`config.mk`:
```
export PLATFORM = sky130hd
export DESIGN_NAME = axi_fill_master
export DESIGN_NICKNAME = d
export VERILOG_FILES = /design/src/rtl/axi_fill_pkg.sv /design/src/rtl/axi_fill_master.sv
export SDC_FILE = /design/constraint.sdc
export NUM_CORES = 1
export LEC_CHECK = 0
export CORE_AREA = 4 4 95 97
export DETAILED_ROUTE_END_ITERATION = 8
export DIE_AREA = 0 0 99 101
export GPL_ROUTABILITY_DRIVEN = 0
export GPL_TIMING_DRIVEN = 0
export PLACE_DENSITY_LB_ADDON = 0.1
export SLEW_MARGIN = 15
export SYNTH_ARGS = -nofsm -noshare
export SYNTH_HDL_FRONTEND = slang
export SYNTH_SLANG_ARGS = --single-unit
```
`constraint.sdc`:
```
create_clock -name M_AXI_ACLK -period 3.61 [get_ports M_AXI_ACLK]
set_input_delay 0.722 -clock M_AXI_ACLK [delete_from_list [all_inputs] [get_ports M_AXI_ACLK]]
set_output_delay 0.722 -clock M_AXI_ACLK [all_outputs]
set_load 0.02 [all_outputs]
```
`src/rtl/axi_fill_pkg.sv`:
```
// Shared definitions for the AXI4-Lite fill master: FSM states and AXI constants.
package axi_fill_pkg;

  typedef enum logic [1:0] {
    IDLE   = 2'd0,
    WRITE  = 2'd1,
    RESP   = 2'd2,
    FINISH = 2'd3
  } fill_state_e;

  localparam logic [1:0] RESP_OKAY  = 2'b00;
  localparam int         WORD_BYTES = 4;
  localparam int         COUNT_W    = 16;

endpackage

```
`src/rtl/axi_fill_master.sv`:
```
// AXI4-Lite write master that fills a block of 32-bit words with one constant value,
// one transaction at a time, aborting on the first non-OKAY write response.
module axi_fill_master
  import axi_fill_pkg::*;
#(
  parameter int C_M_AXI_DATA_WIDTH = 32,
  parameter int C_M_AXI_ADDR_WIDTH = 19
) (
  input  logic                            M_AXI_ACLK,
  input  logic                            M_AXI_ARESETN,
  input  logic                            start,
  input  logic [C_M_AXI_ADDR_WIDTH-1:0]   base_addr,
  input  logic [COUNT_W-1:0]              word_count,
  input  logic [C_M_AXI_DATA_WIDTH-1:0]   fill_data,
  output logic                            busy,
  output logic                            done,
  output logic                            error,
  output logic [C_M_AXI_ADDR_WIDTH-1:0]   M_AXI_AWADDR,
  output logic [2:0]                      M_AXI_AWPROT,
  output logic                            M_AXI_AWVALID,
  input  logic                            M_AXI_AWREADY,
  output logic [C_M_AXI_DATA_WIDTH-1:0]   M_AXI_WDATA,
  output logic [C_M_AXI_DATA_WIDTH/8-1:0] M_AXI_WSTRB,
  output logic                            M_AXI_WVALID,
  input  logic                            M_AXI_WREADY,
  input  logic [1:0]                      M_AXI_BRESP,
  input  logic                            M_AXI_BVALID,
  output logic                            M_AXI_BREADY
);

  localparam int AW = C_M_AXI_ADDR_WIDTH;
  localparam int DW = C_M_AXI_DATA_WIDTH;

  fill_state_e       r_state, w_next;
  logic [AW-1:0]     r_addr;
  logic [DW-1:0]     r_data;
  logic [COUNT_W-1:0] r_remain;
  logic              r_awvalid, r_wvalid, r_aw_done, r_w_done, r_bready;
  logic              r_busy, r_done, r_error, r_err_pend;

  logic              w_accept, w_aw_hs, w_w_hs, w_both, w_bhs, w_bok, w_last;
  logic [AW-1:0]     w_base, w_addr_nxt;

  // busy stays high through the done cycle, so it also blocks a start landing there
  assign w_accept   = (r_state == IDLE) && start && !r_busy;
  assign w_aw_hs    = r_awvalid & M_AXI_AWREADY;
  assign w_w_hs     = r_wvalid & M_AXI_WREADY;
  assign w_both     = (r_aw_done | w_aw_hs) & (r_w_done | w_w_hs);
  assign w_bhs      = r_bready & M_AXI_BVALID;
  assign w_bok      = (M_AXI_BRESP == RESP_OKAY);
  assign w_last     = (r_remain == COUNT_W'(1));
  assign w_base     = base_addr & ~AW'(WORD_BYTES - 1);
  assign w_addr_nxt = r_addr + AW'(WORD_BYTES);

  always_ff @(posedge M_AXI_ACLK or negedge M_AXI_ARESETN) begin
    if (!M_AXI_ARESETN) r_state <= IDLE;
    else                r_state <= w_next;
  end

  always_comb begin
    w_next = r_state;
    case (r_state)
      IDLE:    if (w_accept) w_next = (word_count == '0) ? FINISH : WRITE;
      WRITE:   if (w_both)   w_next = RESP;
      RESP:    if (w_bhs)    w_next = (!w_bok || w_last) ? FINISH : WRITE;
      FINISH:  w_next = IDLE;
      default: w_next = IDLE;
    endcase
  end

  always_ff @(posedge M_AXI_ACLK or negedge M_AXI_ARESETN) begin
    if (!M_AXI_ARESETN) begin
      r_addr     <= '0;
      r_data     <= '0;
      r_remain   <= '0;
      r_awvalid  <= 1'b0;
      r_wvalid   <= 1'b0;
      r_aw_done  <= 1'b0;
      r_w_done   <= 1'b0;
      r_bready   <= 1'b0;
      r_busy     <= 1'b0;
      r_done     <= 1'b0;
      r_error    <= 1'b0;
      r_err_pend <= 1'b0;
    end else begin
      case (r_state)
        IDLE: begin
          r_done <= 1'b0;
          if (r_done) r_busy <= 1'b0;
          if (w_accept) begin
            r_addr     <= w_base;
            r_data     <= fill_data;
            r_remain   <= word_count;
            r_error    <= 1'b0;
            r_err_pend <= 1'b0;
            r_busy     <= 1'b1;
            r_aw_done  <= 1'b0;
            r_w_done   <= 1'b0;
            if (word_count != '0) begin
              r_awvalid <= 1'b1;
              r_wvalid  <= 1'b1;
            end
          end
        end
        WRITE: begin
          if (w_aw_hs) begin
            r_awvalid <= 1'b0;
            r_aw_done <= 1'b1;
          end
          if (w_w_hs) begin
            r_wvalid <= 1'b0;
            r_w_done <= 1'b1;
          end
          if (w_both) r_bready <= 1'b1;
        end
        RESP: begin
          if (w_bhs) begin
            r_bready <= 1'b0;
            if (!w_bok) begin
              r_err_pend <= 1'b1;
            end else begin
              r_remain <= r_remain - COUNT_W'(1);
              if (!w_last) begin
                r_addr    <= w_addr_nxt;
                r_awvalid <= 1'b1;
                r_wvalid  <= 1'b1;
                r_aw_done <= 1'b0;
                r_w_done  <= 1'b0;
              end
            end
          end
        end
        FINISH: begin
          // error is published together with done, not when the bad response arrives
          r_done  <= 1'b1;
          r_error <= r_err_pend;
        end
        default: ;
      endcase
    end
  end

  assign busy          = r_busy;
  assign done          = r_done;
  assign error         = r_error;
  assign M_AXI_AWADDR  = r_addr;
  assign M_AXI_AWPROT  = 3'b000;
  assign M_AXI_AWVALID = r_awvalid;
  assign M_AXI_WDATA   = r_data;
  assign M_AXI_WSTRB   = '1;
  assign M_AXI_WVALID  = r_wvalid;
  assign M_AXI_BREADY  = r_bready;

endmodule

```
==> Implementation_results.wiki <==
{| class="wikitable"
! Metric !! Value
|-
| Avg Inst Size Synth || 9.97 um^2
|-
| Setup WS post-layout || 0.976 ns
|-
| Sum of overflow across all layers after global routing || 0
|-
| Fin util || 0.689
|-
| Count of final max-slew check failures || 0
|-
| DP Worst Slack || 0.690 ns
|-
| Placed inst area || 5410 um^2
|-
| Post-CTS repair timing setup buffer count || 0
|-
| Max_cap viols || 0
|-
| Quantity of gates resized following cts || 0
|-
| Post-route fraction of the period consumed by the critical path || 0.730
|-
| Power density of the placed cells || 888 nW/um^2
|-
| Clock transition at path regs || 0.09 ns
|-
| Number of remaining DRC errors || 0
|-
| 1st-iter DRT viols || 257
|-
| Number of global-route vias before repair || 3,579
|-
| Synthesized instance count || 397
|-
| Fillers || 654
|-
| Count of boundary I/O pins || 139
|-
| Total length of routed wires || 11.0 mm
|-
| Total leakage power || 2.25 nW
|-
| Number of H-tree levels || 3
|-
| Pre-antenna DRT Iters || 5
|-
| Largest net degree at the start of global routing || 47
|-
| Type of element capturing the critical path || register
|-
| Total Power || 4.98 mW
|-
| Port buffer count || 127
|-
| Number of buffers inserted during clock tree synthesis || 9
|-
| Initial antenna violation count || 0
|-
| Crit path launch type || input pin
|-
| X dimension of the die || 99 um
|-
| Yosys Warn Count || 0
|-
| Starting density of the core || 0.487
|-
| Via count normalized by instance count || 5.68
|-
| Worst setup path category || in -> reg
|-
| Register bit total from synthesis || 76
|-
| Layout Skew || 0.0117 ns
|-
| Time the final worst path needs with I/O delays and setup || 2.63 ns
|-
| Final Hold Viols || 0
|-
| Sequential-to-total area share from yosys stat || 0.480
|-
| Worst Tran Pin Value || 0.783 ns
|-
| Final #Nets || 625
|-
| Final count of negative-setup-slack endpoints || 0
|-
| Via count of the routed design || 3,709
|-
| Post-synth top flop || sky130_fd_sc_hd__dfrtp_1
|-
| Required time of the critical path || 3.88 ns
|-
| Hold Buf Count CTS || 0
|-
| Die footprint || 10000 um^2
|-
| Signal arrival time at the worst endpoint || 2.91 ns
|-
| Clock tree buffer depth || 2
|-
| Fmax achieved || 380 MHz
|-
| Antenna Nets Post-Route || 0
|-
| Clock Latency Late Sink || 0.34 ns
|-
| Core ar. || 8130 um^2
|-
| Avg WL per Cell || 16.8 um
|-
| Area delta synth->final || 41.6%
|-
| Cell area after synthesis || 3960 um^2
|-
| Synth async-reset ratio || 1.00
|-
| Global-route wire length before repair || 17.6 mm
|-
| RSZ-0062 raised after global routing || no
|-
| Peak VDD IR || 0.411 mV
|-
| Crit path max fanout || 10
|-
| Number of distinct library cells after synthesis || 56
|-
| Worst slew slack as a fraction of its limit || 0.474
|-
| Number of enable-type register cells in the synthesized netlist || 0
|-
| Buffer type at the clock tree root || sky130_fd_sc_hd__clkbuf_8
|-
| Half-perimeter wire length after placement || 8.13 mm
|-
| Worst hold-check path type || in -> async
|-
| Die H || 101 um
|-
| Status || finished, final reports clean
|-
| # rows || 33
|-
| TritonCTS clock tree || built
|-
| Design Area, Final || 5610 um^2
|-
| Global-route usage over all layers || 0.220
|-
| Sink Count || 76
|-
| Fraction of layout instances using a drive strength above 1 || 0.131
|-
| Number of antenna cells inserted || 0
|}
[through the flow]
stage	TNS [ns]	cells	hold WS [ns]
floorplan	0	404	0.426
global placement	-75.48	636	0.482
detailed placement	0	637	0.489
CTS	0	653	0.315
global route	0	653	0.335
finish	0	653	0.315
[critical path, cell delays in order]
cell,delay (ns)
sky130_fd_sc_hd__clkdlybuf4s50_1,0.47
sky130_fd_sc_hd__nor3b_1,0.30
sky130_fd_sc_hd__o221a_2,0.28
sky130_fd_sc_hd__clkbuf_1,0.42
sky130_fd_sc_hd__buf_1,0.43
sky130_fd_sc_hd__a21oi_1,0.13
sky130_fd_sc_hd__a21oi_1,0.15
[report_power, final]
part | total (mW) | switching, mW | internal [mW]
logic | 2.69 | 1.42 | 1.26
clock network | 0.637 | 0.319 | 0.318
registers | 1.65 | 0.376 | 1.28
total | 4.98 | 2.12 | 2.86
[sequential cells by signal (all words and copies together), names as in the netlist]
register / count
M_AXI_WDATA: 32
r_remain: 16
M_AXI_AWVALID: 1
M_AXI_AWADDR: 17
M_AXI_WVALID: 1
r_aw_done: 1
r_err_pend: 1
error: 1
r_w_done: 1
r_state: 2
M_AXI_BREADY: 1
busy: 1
done: 1
[metal layers]
metal	share of wire	global-route usage	vias to the layer above
met5	0	0	-
met4	0.014	0.0714	0
met3	0.11	0.0900	18
met2	0.47	0.353	182
met1	0.41	0.270	1743
li1	-	-	1766
[cell families after synthesis]
logic type / after synthesis / share of synthesized area
muxes: 34 / 0.0961
AOI/OAI and AO/OA: 137 / 0.223
adders and majority gates: 7 / 0.0221
and+or+nand+nor: 100 / 0.128
other: 2 / 0.00190
buffers and inverters: 41 / 0.0487
DFF: 76 / 0.480
[placed cells by master (no fill, tap or decap), types with 9 or more instances in the layout]
cell,n
sky130_fd_sc_hd__a21oi_1,37
sky130_fd_sc_hd__nor4_1,11
sky130_fd_sc_hd__o22ai_1,14
sky130_fd_sc_hd__clkbuf_8,9
sky130_fd_sc_hd__mux2_2,32
sky130_fd_sc_hd__buf_4,10
sky130_fd_sc_hd__nand2_1,23
sky130_fd_sc_hd__o21ai_0,33
sky130_fd_sc_hd__dfrtp_1,76
sky130_fd_sc_hd__clkbuf_1,16
sky130_fd_sc_hd__nand3_1,12
sky130_fd_sc_hd__conb_1,9
sky130_fd_sc_hd__clkdlybuf4s50_1,126
sky130_fd_sc_hd__nor2_1,23
sky130_fd_sc_hd__inv_1,12
[path summary, 6_finish.rpt]
kind | start | to | cells past startpoint | slack, ns
max in group asynchronous | M_AXI_ARESETN | M_AXI_WDATA[16] | 2 | 2.70
min | M_AXI_ARESETN | r_remain[3] | 1 | 0.32
max | M_AXI_BRESP[1] | r_remain[4] | 7 | 0.98
min in group M_AXI_ACLK | M_AXI_WDATA[9] | M_AXI_WDATA[9] | 1 | 0.51
min reg2reg | M_AXI_WDATA[9] | M_AXI_WDATA[9] | 1 | 0.51
max reg2reg | r_state[0] | r_remain[4] | 9 | 0.98
[area by class of cell]
type | instances | area [um^2] | area share
multi-input cells | 287 | 1890 | 0.337
inverters | 12 | 45.0 | 0.00803
clock buffers | 10 | 128 | 0.0228
well taps | 105 | 131 | 0.0234
flip-flops and latches | 76 | 1900 | 0.339
repair buffers | 128 | 1300 | 0.231
clock inverters | 6 | 65.1 | 0.0116
plain buffers | 29 | 148 | 0.0263
[synth_stat cells, types with 6 or more instances]
library cell / n / area share
sky130_fd_sc_hd__dfrtp_1: 76 / 0.48
sky130_fd_sc_hd__a21oi_1: 37 / 0.047
sky130_fd_sc_hd__o21ai_0: 33 / 0.042
sky130_fd_sc_hd__mux2_2: 32 / 0.091
sky130_fd_sc_hd__nand2_1: 23 / 0.022
sky130_fd_sc_hd__nor2_1: 23 / 0.022
sky130_fd_sc_hd__clkbuf_1: 15 / 0.014
sky130_fd_sc_hd__o22ai_1: 14 / 0.022
sky130_fd_sc_hd__inv_1: 12 / 0.011
sky130_fd_sc_hd__nand3_1: 12 / 0.015
sky130_fd_sc_hd__nor4_1: 11 / 0.017
sky130_fd_sc_hd__buf_4: 9 / 0.017
sky130_fd_sc_hd__ha_1: 7 / 0.022
sky130_fd_sc_hd__a31oi_1: 6 / 0.0095
sky130_fd_sc_hd__nor3_1: 6 / 0.0076
No activity file was read; power rests on OpenSTA's default activity.
==> variant, RTL diff (same settings) <==
Set the package constant `COUNT_W` to 20 (it was 16).
--- a/src/rtl/axi_fill_pkg.sv
+++ b/src/rtl/axi_fill_pkg.sv
@@ -12,3 +12,3 @@
   localparam int         WORD_BYTES = 4;
-  localparam int         COUNT_W    = 16;
+  localparam int         COUNT_W    = 20;
 
Interface: changed (resized word_count); port bits go from 139 to 143. The function was not compared with the original's and may differ.
==> variant against the original RTL <==
  * Sequential share of layout area shrank 0.66 points
  * Worst setup slack worse by 0.0071 ns
  * Routed wire length is 17% higher
  * Synthesized cell count rose by 12%
  * Sequential cell count rose by 4
  * Via count increased by 15%
  * Fmax down 0.27%
  * Non-clock buffer count increased by 5
  * Design area rose by 7.3%
  * Synthesized area increased by 9.3%
  * Critical path type is now flip-flop to flip-flop
Power is left out: it rests on default switching activity, and per cell area and clock period it moved more than threefold.
==> variant: results (changes against the original RTL) <==
Outcome - finished clean (unchanged)
Synthesized instance count - 445 (was 397)
Skew-Pair Late Insertion Delay - 0.36 ns (was 0.34 ns)
Buffers excl. clock - 162 (was 157)
Clock buf count - 11 (was 10)
Synth top area cells - dfrtp_1 (46%), mux2_2 (8.6%), a21oi_1 (3.8%), nand2_1 (3.6%), nand3_1 (2.9%) (was dfrtp_1 (48%), mux2_2 (9.1%), a21oi_1 (4.7%), o21ai_0 (4.2%), ha_1 (2.2%))
Max Clock Skew - 0.0122 ns (was 0.0117 ns)
Number of global-route vias before repair - 4266 (was 3579)
Worst slew margin - 30.4% (was 47.4%)
Pre-CTS setup slack - 0.727 ns (was 0.690 ns)
Tot GR Track Use - 25.9% (was 22.0%)
Via/cell ratio - 6.07 (was 5.68)
Post-Route WL - 12800 um (was 11000 um)
Crit path DAT - 2.88 ns (was 2.91 ns)
Port bufs - 131 (was 127)
Multi-In Gates - 324 (was 287)
Largest net degree at the start of global routing - 54 (was 47)
DRT iter0 DRCs - 342 (was 257)
FF+latch count - 80 (was 76)
Final non-filler cell total - 705 (was 653)
Dpl hpwl - 9260 um (was 8130 um)
Fraction of layout cells with a size suffix above 1 - 11.8% (was 13.1%)
Commonest cells in the netlist - dfrtp_1 (80), nand2_1 (41), a21oi_1 (33), mux2_2 (33), nand3_1 (25) (was dfrtp_1 (76), a21oi_1 (37), o21ai_0 (33))
Synth Area in Adders - 2.31% (was 2.21%)
Mux cell area share after synthesis - 9.98% (was 9.61%)
## variant: path summary, 6_finish.rpt
path                                         from                            to  slack, ns  cells past startpoint
max                        r_state[1]$_DFFE_PN0P_  M_AXI_AWADDR[15]$_DFFE_PN0P_       0.97                      9
min                                 M_AXI_ARESETN   M_AXI_AWADDR[4]$_DFFE_PN0P_       0.29                      1
max reg2reg                r_state[1]$_DFFE_PN0P_  M_AXI_AWADDR[15]$_DFFE_PN0P_       0.97                      9
min reg2reg                 r_aw_done$_DFFE_PN0P_         r_aw_done$_DFFE_PN0P_       0.50                      1
max in group asynchronous           M_AXI_ARESETN      r_remain[13]$_DFFE_PN0P_       2.71                      2
min in group M_AXI_ACLK     r_aw_done$_DFFE_PN0P_         r_aw_done$_DFFE_PN0P_       0.50                      1
## variant: layer usage
metal  part of all wire [%]  vias to the layer above
li1                       -                     1943
met1                     38                     2032
met2                     49                      267
met3                     11                       37
met4                    2.4                        0
met5                      0                        -
